==> config.mk <==
export PLATFORM = sky130hd
export DESIGN_NAME = spike_packetizer
export DESIGN_NICKNAME = d
export VERILOG_FILES = /design/src/rtl/spike_packetizer.sv
export SDC_FILE = /design/constraint.sdc
export NUM_CORES = 1
export LEC_CHECK = 0
export CORE_MARGIN = 5
export CORE_UTILIZATION = 53
export DETAILED_ROUTE_END_ITERATION = 8
export PLACE_DENSITY = 0.83
export SLEW_MARGIN = 30
export SYNTH_ARGS = -nofsm -noshare
export SYNTH_HDL_FRONTEND = slang
export SYNTH_SLANG_ARGS = --single-unit
==> constraint.sdc <==
create_clock -name clk -period 4.05 [get_ports clk]
set_input_delay 1.0125 -clock clk [delete_from_list [all_inputs] [get_ports clk]]
set_output_delay 1.0125 -clock clk [all_outputs]
set_load 0.1 [all_outputs]
==> src/rtl/spike_packetizer.sv <==
// spike_packetizer: turns the per-tick spike vector of a core into a serial
// stream of outbound spike packets, one per firing neuron in ascending index
// order. Each neuron's destination comes from an external table that is
// addressed by dest_addr and answers on dest_data one cycle later.
module spike_packetizer #(
    parameter int NUM_NEURONS = 256,
    parameter int NUM_AXONS   = 256,
    parameter int NUM_TICKS   = 16,
    parameter int DX_WIDTH    = 9,
    parameter int DY_WIDTH    = 9,
    localparam int AW           = $clog2(NUM_NEURONS),
    localparam int PACKET_WIDTH = DX_WIDTH + DY_WIDTH + $clog2(NUM_AXONS) + $clog2(NUM_TICKS)
) (
    input  logic                    clk,
    input  logic                    rst,
    input  logic                    tick,
    input  logic [NUM_NEURONS-1:0]  spikes_in,
    output logic [AW-1:0]           dest_addr,
    input  logic [PACKET_WIDTH-1:0] dest_data,
    output logic [PACKET_WIDTH-1:0] packet_out,
    output logic                    packet_valid,
    input  logic                    packet_ready,
    output logic                    busy,
    output logic                    done,
    output logic                    error
);

    typedef enum logic [1:0] {IDLE, SCAN, FETCH, SEND} state_t;

    state_t                  r_state;
    logic [NUM_NEURONS-1:0]  r_pending;
    logic [AW-1:0]           r_dest_addr;
    logic [PACKET_WIDTH-1:0] r_packet;
    logic                    r_valid;
    logic                    r_done;
    logic                    r_error;

    logic [AW-1:0]           w_idx;
    logic                    w_any;

    // Priority encoder: lowest set bit of the pending vector, resolved within the SCAN cycle
    always_comb begin
        w_idx = '0;
        w_any = |r_pending;
        for (int i = NUM_NEURONS - 1; i >= 0; i--) begin
            if (r_pending[i]) w_idx = AW'(i);
        end
    end

    // Control FSM; all outputs except busy are registered here
    always_ff @(posedge clk) begin
        if (rst) begin
            r_state     <= IDLE;
            r_pending   <= '0;
            r_dest_addr <= '0;
            r_packet    <= '0;
            r_valid     <= 1'b0;
            r_done      <= 1'b0;
            r_error     <= 1'b0;
        end else begin
            r_done  <= 1'b0;
            // A tick outside IDLE is dropped; flag it the following cycle
            r_error <= tick && (r_state != IDLE);
            case (r_state)
                IDLE: begin
                    if (tick) begin
                        r_pending <= spikes_in;
                        r_state   <= SCAN;
                    end
                end
                SCAN: begin
                    if (!w_any) begin
                        r_done  <= 1'b1;
                        r_state <= IDLE;
                    end else begin
                        r_dest_addr      <= w_idx;
                        r_pending[w_idx] <= 1'b0;
                        r_state          <= FETCH;
                    end
                end
                FETCH: begin
                    // Table answers in this cycle for the address set in SCAN
                    r_packet <= dest_data;
                    r_valid  <= 1'b1;
                    r_state  <= SEND;
                end
                SEND: begin
                    // packet_out is held untouched until the router accepts it
                    if (packet_ready) begin
                        r_valid <= 1'b0;
                        r_state <= SCAN;
                    end
                end
                default: r_state <= IDLE;
            endcase
        end
    end

    assign dest_addr    = r_dest_addr;
    assign packet_out   = r_packet;
    assign packet_valid = r_valid;
    assign done         = r_done;
    assign error        = r_error;
    assign busy         = (r_state != IDLE);

endmodule

== Yosys cells after proc, flatten, opt, wreduce, memory -nomap -nowiden ==
Index checks and enable logic that the tools add are counted.
Word-level totals
  flip-flop bits (word level): 299
  latch bits: 0
  bits in writable memories: 0
  memory bits (read-only): 0
  word-level logic and storage cells: 298
  memories kept: 0
Operators by class
  add/sub/neg operators: 0
  multiply operators: 0
  div/mod/pow operators: 0
  $lt $le $gt $ge: 2
  equality and inequality tests: 6
  shifts and indexed selects: 0
  mux-type cells: 268
  bitwise gates (word level): 3
  reductions and logical operators: 12
Operators with widths (number)
  2-to-1 mux 8 bit: 256
  2-to-1 mux 256 bit: 2
  one-hot mux 256 bit (2 select lines): 1
  bitwise AND 256 bit: 1
  inverter 256 bit: 1
  OR reduction 256 bit: 1
  less-than comparator 8 x 9 -> 1 bit (second input constant): 1
  demux 1 bit (select 8 bit): 1
  >= comparator 8 x 1 -> 1 bit (second input constant): 1
  one-hot mux 2 bit (4 select lines): 1
  2-to-1 mux 2 bit: 3
  inequality test 2 bit (second input constant): 3
  AND reduction 2 bit: 3
  nonzero test 2 bit: 3
  equality test 2 bit (second input constant): 2
  2-to-1 mux 1 bit: 3
  AND reduction 3 bit: 1
  equality test 2 x 1 -> 1 bit (second input constant): 1
  logical AND 1 bit: 2
  logical NOT 2 bit: 1
  one-hot mux 1 bit (2 select lines): 1
  OR reduction 2 bit: 1
  inverter 1 bit: 1

== Logic depth before layout (Yosys ltp) ==
Gate-level depths: netlist (run 1).
  depth in word-level cells: 264
  gate-level depth with buffers: 12
  depth with buffers taken out: 9

== Worst setup path before layout (run 1) ==
Ideal clock, no wire load.
  path type: flip-flop to flip-flop
  from: register r_pending[40]
  to: register r_pending[183]
  setup time: 116 ps
  arrival: 3198 ps
  path slack: 736 ps
  cell stages (with the launch flop): 11
  clock period less this slack: 3314 ps
  path through: dfxtp_1 -> or4_1 -> or4_1 -> buf_2 -> or4_4 -> nor2_2 -> nand2_2 -> a211o_1 -> a21o_1 -> a32o_1 -> a41o_1
Between the ends
  cells in the longest elaborated chain, start to end: 49
  elaborated cells between the ends (all ways): 53
  those cells by class: 2 x order compare; 1 x eq/ne; 45 x mux; 2 x bitwise; 3 x reduce/logical
RTL lines
  from (decl): RTL line 31  | logic [NUM_NEURONS-1:0] r_pending;
  from (signal assigned): RTL line 67  | r_pending <= spikes_in;
  2-to-1 mux 8 bit (41 in series): RTL line 46  | if (r_pending[i]) w_idx = AW'(i);
  less-than comparator 8 x 9 -> 1 bit (implied by the code) / >= comparator 8 x 1 -> 1 bit (equally long branches): RTL line 77  | r_pending[w_idx] <= 1'b0;
  logical AND 1 bit (implied by the code): RTL line 77
  2-to-1 mux 1 bit (implied by the code): RTL line 77
  demux 1 bit (select 8 bit): RTL line 77
  inverter 256 bit (no line)
  bitwise AND 256 bit (no line)
  2-to-1 mux 256 bit: RTL line 72  | if (!w_any) begin
  one-hot mux 256 bit (2 select lines): RTL line 64  | case (r_state)
Parallel ways exist; a longest one is shown, timed or not. The select of a mux whose other input is x is not followed.
A chain may end at the register's enable or synchronous reset.

== Worst setup path after layout (run 1) ==
  from: register r_pending[36]
  to: register r_pending[107]
Between the ends
  cells in the longest elaborated chain, start to end: 45
  elaborated cells between the ends (all ways): 49
  those cells by class: 2 x order compare; 1 x eq/ne; 41 x mux; 2 x bitwise; 3 x reduce/logical
RTL lines (RTL line)
  2-to-1 mux 8 bit (37 in series): 46
  less-than comparator 8 x 9 -> 1 bit (implied by the code) / >= comparator 8 x 1 -> 1 bit (equally long branches): 77
  logical AND 1 bit (implied by the code): 77
  2-to-1 mux 1 bit (implied by the code): 77
  demux 1 bit (select 8 bit): 77
  inverter 256 bit (no line)
  bitwise AND 256 bit (no line)
  2-to-1 mux 256 bit: 72
  one-hot mux 256 bit (2 select lines): 64
Parallel ways exist; a longest one is shown, timed or not. The select of a mux whose other input is x is not followed.

==> results of run 1 <==
per-layer routing:
metal | share of wire | vias up
met2 | 0.42 | 1879
met3 | 0.14 | 464
li1 | - | 9529
met4 | 0.073 | 2
met5 | 0.00015 | -
met1 | 0.37 | 10270
metrics by stage:
step / cell area, µm² / total power [mW] / TNS, ps / util / worst slack, ps
2_1_floorplan: 17460 / 7.077 / 0 / - / 735.9
3_3_place_gp: 22480 / 10.34 / -5304 / 0.6910 / -213.6
3_5_place_dp: 22470 / 10.43 / -10030 / 0.6907 / -298.7
4_1_cts: 23570 / 13.50 / 0 / 0.7243 / 48.26
5_1_grt: 23650 / 14.31 / -0.1261 / 0.7268 / -0.1261
6_report: 23650 / 13.97 / 0 / 0.7268 / 55.45
area by class of cell:
type                    count  share of cell area
well taps                 442             0.02339
clock inverters             7            0.002646
flip-flops and latches    299              0.2531
diodes                      1           0.0001058
clock buffers              50             0.04334
repair buffers            529              0.2122
multi-input cells        1707              0.4537
inverters                  71             0.01148
cell usage after synthesis (all sizes together) (5+ instances only):
| cell type | instances | share of area |
|---|---|---|
| a2111oi | 21 | 0.012 |
| a211o | 10 | 0.0050 |
| a211oi | 74 | 0.033 |
| a21boi | 6 | 0.0026 |
| a21o | 9 | 0.0039 |
| a21oi | 206 | 0.059 |
| a221oi | 9 | 0.0049 |
| a311oi | 55 | 0.028 |
| a31oi | 27 | 0.0097 |
| a32oi | 41 | 0.021 |
| a41o | 5 | 0.0029 |
| and3 | 10 | 0.0036 |
| buf | 20 | 0.0052 |
| clkbuf | 138 | 0.030 |
| dfxtp | 299 | 0.34 |
| inv | 70 | 0.015 |
| mux2i | 60 | 0.034 |
| nand2 | 178 | 0.038 |
| nand2b | 37 | 0.013 |
| nand3 | 118 | 0.034 |
| nand4 | 23 | 0.0082 |
| nor2 | 210 | 0.045 |
| nor2b | 13 | 0.0047 |
| nor3 | 69 | 0.020 |
| nor4 | 92 | 0.034 |
| nor4b | 9 | 0.0052 |
| o2111a | 5 | 0.0032 |
| o2111ai | 21 | 0.011 |
| o211a | 5 | 0.0029 |
| o211ai | 28 | 0.012 |
| o21a | 14 | 0.0060 |
| o21ai | 77 | 0.022 |
| o21bai | 19 | 0.0082 |
| o221ai | 24 | 0.012 |
| o311ai | 19 | 0.0095 |
| o31a | 8 | 0.0040 |
| o31ai | 47 | 0.020 |
| o41ai | 21 | 0.011 |
| or2 | 10 | 0.0036 |
| or3 | 26 | 0.0093 |
| or4 | 46 | 0.020 |
sequential cells by signal, indices dropped and copies added, names as in the netlist:
register / count
r_pending: 256
packet_out: 30
dest_addr: 8
r_state: 2
done: 1
error: 1
packet_valid: 1
final timing paths:
| check | startpoint | endpoint | slack (ps) | depth (start not counted) |
|---|---|---|---|---|
| min | packet_out[29]$_SDFFE_PP0P_ | packet_out[29]$_SDFFE_PP0P_ | 500 | 2 |
| min reg2reg | packet_out[29]$_SDFFE_PP0P_ | packet_out[29]$_SDFFE_PP0P_ | 500 | 2 |
| max reg2reg | r_pending[36]$_SDFFE_PP0P_ | r_pending[107]$_SDFFE_PP0P_ | 60 | 12 |
| max | r_pending[36]$_SDFFE_PP0P_ | r_pending[107]$_SDFFE_PP0P_ | 60 | 12 |
worst min-delay path, cell delays in order, from the launching register on:
cell	delay (ps)
dfxtp_1	330
mux2i_1	70
nor2_1	70
power groups by stage:
stage	Combinational, mW	Clock [mW]	Sequential, mW
after detailed placement	6.57	0	3.86
after global routing	7.24	3.20	3.87
after CTS	6.63	3.08	3.80
after global placement	6.50	0	3.84
after floorplan	3.22	0	3.86
final	7.04	3.09	3.84
cell families (layout without fill, tap and decap cells):
group,count (synthesis),after routing,synth area share
other cells,0,1,0
buf+inv,229,657,0.05015
compound gates,784,784,0.3206
fa+ha+maj,4,4,0.002866
flops,299,299,0.3428
mux,60,60,0.03439
simple gates,859,859,0.2493
repair_timing:
action,in CTS,in global routing
buffers inserted,0,1
resized for setup,2,16
hold buffers,0,0
setup endpoints to repair,85,78
==> metrics.cfg, run 1 <==
[run_status]
outcome = completed

[setup_path]
worstSetupEndpointType = register
critPathKind = reg2reg
critPathRequiredTime_ps = 4430
crit_chain = or4_1 -> a31o_2 -> a211oi_1 -> o311ai_0 -> buf_4 -> a211oi_1 -> buf_4 -> o21a_1 -> nand2_1 -> nor2_1 -> buf_12 -> o31ai_1
critPathBufInv = 3
slowest_delay_ps = 630
crit_family = compound AO/OA/AOI/OAI gates
arrival_ps = 4380
cp_slowest_cell = or4_1
critPathLaunchType = register
path_max_fanout = 9

[pwr]
seqPwrFrac = 0.275
p_leak_nw = 8.409
vdd_drop_max_uv = 372.8
combPwrFrac = 0.504
internal_power_mw = 7.662
p_sw_frac = 0.4514
clockPowerShare = 0.221
p_sw_mw = 6.305
p_per_area_nw_per_um2 = 590.7

[global_route]
met3_usage = 0.1359
gr-usage-met1 = 0.5672
grtUsageTotal = 0.4498
grt_overflow = 0
grt_pass1_wl_mm = 127.5
grt_pass1_vias = 21440
grt_max_degree = 96
antenna_found_initial = 2
use_met2 = 0.6824
grt-busiest-layer = met2

[worst_hold_path]
worstHoldPathType = reg2reg

[sta]
hold_ws_ps = 500.5
setup_viol = 0
fin_crit_sh = 0.9863
fin_skew_ps = 21.75
drv_slew = 0
slew_headroom = 0.3161
hold_viol_final = 0
tightest_slew_ps = 1023
period_needed_ps = 3995
fmax_ghz = 0.2503

[clock_network]
cts_tree = built
numCtsBuffers = 34
clkTransAtPathRegs_ps = 60
ctsHtreeMaxLevel = 2
numClockSinks = 299
clk_path_buf_depth = 3
clockRootBuffer = clkbuf_16
worst_skew_pair.late_latency_ps = 530

[logic_synthesis]
ys_types = 83
yosysSeqAreaShare = 0.3428
syn-instance-count = 2235
synth_area_per_cell_um2 = 7.813
async_flop_share = 0
ys_ff_latch = 299
synth_edf_count = 0
yosysWarnings = 0
synth_flop_cell = dfxtp_1
synth_area_um2 = 17460
synth_fp_nets = 2529

[drt]
drt-initial-drc-count = 3146
antenna_left = 0
wl_mm = 86.51
wire_per_inst_um = 27.85
num_vias = 22150
first_pass_iters = 7
drc = 0
viasPerCell = 7.131

[layout]
fin_cells = 3106
nNetsFinal = 2936
syn_to_final_growth_pct = 35.41
drive_gt1_frac = 0.1168
ff_latch_area_um2 = 5986
final_cell_mix = clkdlybuf4s50_1 (327), dfxtp_1 (299), nor2_1 (206)
n_fill_cell = 2571
layout_commonest_cell = clkdlybuf4s50_1
multi_input_area_um2 = 10730

[floorplanning]
die_h_um = 191.5
start_util = 0.5367
die_w_um = 191.5
core_um2 = 32540
rows = 66
io-pin-count = 332
die_area_um2 = 36680

[placement]
dp.cells = 3047
finalWeightedCongestion = 1.069
io_buffers = 331
hpwl_mm = 63.89

[job]
drv_cap = 0

Power figures use the tool's default switching activity.
==> inputs of run 2 (changes only) <==
--- a/config.mk
+++ b/config.mk
@@ -5,10 +5,10 @@
 export SDC_FILE = /design/constraint.sdc
 export NUM_CORES = 1
 export LEC_CHECK = 0
-export CORE_MARGIN = 5
-export CORE_UTILIZATION = 53
+export CORE_MARGIN = 3
+export CORE_UTILIZATION = 25
 export DETAILED_ROUTE_END_ITERATION = 8
-export PLACE_DENSITY = 0.83
+export PLACE_DENSITY = 0.46
 export SLEW_MARGIN = 30
 export SYNTH_ARGS = -nofsm -noshare
 export SYNTH_HDL_FRONTEND = slang
==> metrics.cfg, run 2 (synthesis gave the netlist of run 1 again) <==
[sta]
drv_slew = 0  ; unchanged
period_needed_ps = 4037  ; +42.31 ps
tightest_slew_ps = 1017  ; -6.145 ps
rsz0062_at_grt = no
setup_tns_ps = 0  ; unchanged
fin_ws_ps = 13.15  ; -42.31 ps
slew_headroom = 0.3202  ; +0.004110
fmax_ghz = 0.2477  ; -1.0%
fin_skew_ps = 24.96  ; +3.206 ps
fin_crit_sh = 0.9968  ; +0.01045
setup_viol = 0  ; unchanged
hold_viol_final = 0  ; unchanged

[floorplanning]
die_w_um = 270.3  ; +41%
io-pin-count = 332  ; unchanged
core_um2 = 68950  ; +110%
start_util = 0.2533  ; -0.2834
rows = 96  ; +45%
die_h_um = 270.3  ; +41%
die_area_um2 = 73060  ; +99%

[clock_network]
numClockSinks = 299  ; unchanged
ctsHtreeMaxLevel = 2  ; unchanged
clockRootBuffer = clkbuf_16
cts_tree = built
cts_hold_buf = 0  ; unchanged
clkTransAtPathRegs_ps = 60  ; about the same
worst_skew_pair.late_latency_ps = 570  ; +40 ps
numCtsBuffers = 39  ; +15%
clk_path_buf_depth = 3  ; unchanged

[global_route]
grt_pass1_wl_mm = 144.7  ; +13%
grt_overflow = 0  ; unchanged
grt_pass1_vias = 20710  ; -3.4%
antenna_found_initial = 1  ; -1
grtUsageTotal = 0.2624  ; -0.1873
grt_max_degree = 163  ; +70%

[setup_path]
ff2ff_setup_slack_ps = 10  ; -40 ps
path_max_fanout = 8  ; -1
critPathKind = reg2reg
r2r-end = r_pending[89]$_SDFFE_PP0P_
cp-startpoint = r_pending[148]$_SDFFE_PP0P_
worstSetupEndpointType = register
reg2reg_depth = 11  ; -1
r2r-start = r_pending[148]$_SDFFE_PP0P_
critPathLaunchType = register
arrival_ps = 4430  ; +50 ps
critPathRequiredTime_ps = 4450  ; +20 ps

[layout]
utilization = 0.3606  ; -0.3661
layout_commonest_cell = clkdlybuf4s50_1
syn_to_final_growth_pct = 42.38
fin_cells = 3658  ; +18%
regMostFlops = r_pending
drive_gt1_frac = 0.1416  ; +0.02481
final_cell_mix = clkdlybuf4s50_1 (319), dfxtp_1 (299), buf_4 (238)
largest_reg_flops = 256  ; unchanged
n_fill_cell = 7290  ; +180%
nNetsFinal = 2992  ; +1.9%

[placement]
io_buffers = 331  ; unchanged
finalWeightedCongestion = 0.9433  ; -12%
hpwl_mm = 75.37  ; +18%
dp.cells = 3587  ; +18%
place_ws_ps = -157.6  ; +141.1 ps

[drt]
viasPerCell = 5.796  ; -19%
wire_per_inst_um = 27.26  ; -2.1%
num_vias = 21200  ; -4.3%
drt-initial-drc-count = 2191  ; -30%
first_pass_iters = 5  ; -2
antenna_left = 0  ; unchanged
wl_mm = 99.73  ; +15%
drc = 0  ; unchanged

[pwr]
p_leak_nw = 8.802  ; +4.7%
vdd_drop_max_uv = 321.0  ; -14%
p_per_area_nw_per_um2 = 598.0  ; +1.2%

[run_status]
outcome = completed

[worst_hold_path]
hold_path_end = dest_addr[4]$_SDFFE_PP0P_
hp-start = dest_addr[4]$_SDFFE_PP0P_
worstHoldPathType = reg2reg
hold_depth = 2  ; unchanged

[job]
drv_cap = 0  ; unchanged

-- run 2: critical path, cell delays in order (launching register included) --
cell and delay, ps:
dfxtp_1 370, or4_1 610, nor2_1 190, a211oi_1 150, o311ai_0 600, buf_4 220, o211a_1 210, o21a_1 270
nand3_1 260, nor3_1 510, buf_4 320, o221ai_1 150
-- run 2: timing repair --
item,4_1_cts,5_1_grt
resized for setup,5,12
buffers inserted,0,1
setup endpoints to repair,50,77
hold endpoints to repair,0,0
pin swaps,0,2
-- run 2: layout make-up --
class	instances	area, µm²	area share
diodes	1	2.502	0.0001006
clock buffers	60	1217	0.04896
multi-input cells	1707	10760	0.4329
clock inverters	9	102.6	0.004126
inverters	71	271.5	0.01092
flip-flops and latches	299	5986	0.2407
repair buffers	580	5356	0.2154
well taps	931	1165	0.04685
-- run 2: per-layer routing --
layer | vias up | wire length, µm | GRT usage
met5 | - | 13 | 0
met4 | 2 | 3396 | 0.09015
met3 | 141 | 8162 | 0.05463
met2 | 987 | 44820 | 0.4178
met1 | 10400 | 43340 | 0.3522
li1 | 9673 | - | -
-- run 2: report_power, final --
group	leakage, nW	total [mW]	switching, mW	internal, mW
sequential	2.45	3.79	0.478	3.32
clock	0.644	3.63	1.44	2.19
combinational	5.71	7.44	4.76	2.68
total	8.80	14.9	6.68	8.18
-- run 2: how the worst max path moves through the flow --
stage                             endpoint  slack [ps]  depth (start not counted)
3_5_place_dp   r_pending[163]$_SDFFE_PP0P_        -160                         13
5_1_grt         r_pending[31]$_SDFFE_PP0P_           6                         11
4_1_cts         r_pending[71]$_SDFFE_PP0P_          20                          9
6_report        r_pending[89]$_SDFFE_PP0P_          10                         11
2_1_floorplan  r_pending[183]$_SDFFE_PP0P_         740                         10
3_3_place_gp    r_pending[83]$_SDFFE_PP0P_         -70                         13
-- run 2: through the flow --
stage / power (mW) / cell area [µm²] / hold slack, ps
2_1_floorplan: 7.077 / 17460 / 460.4
3_3_place_gp: 11.03 / 23480 / 471.6
3_5_place_dp: 11.03 / 23470 / 478.5
4_1_cts: 14.72 / 24810 / 496.6
5_1_grt: 15.46 / 24860 / 520.3
6_report: 14.87 / 24860 / 490.9
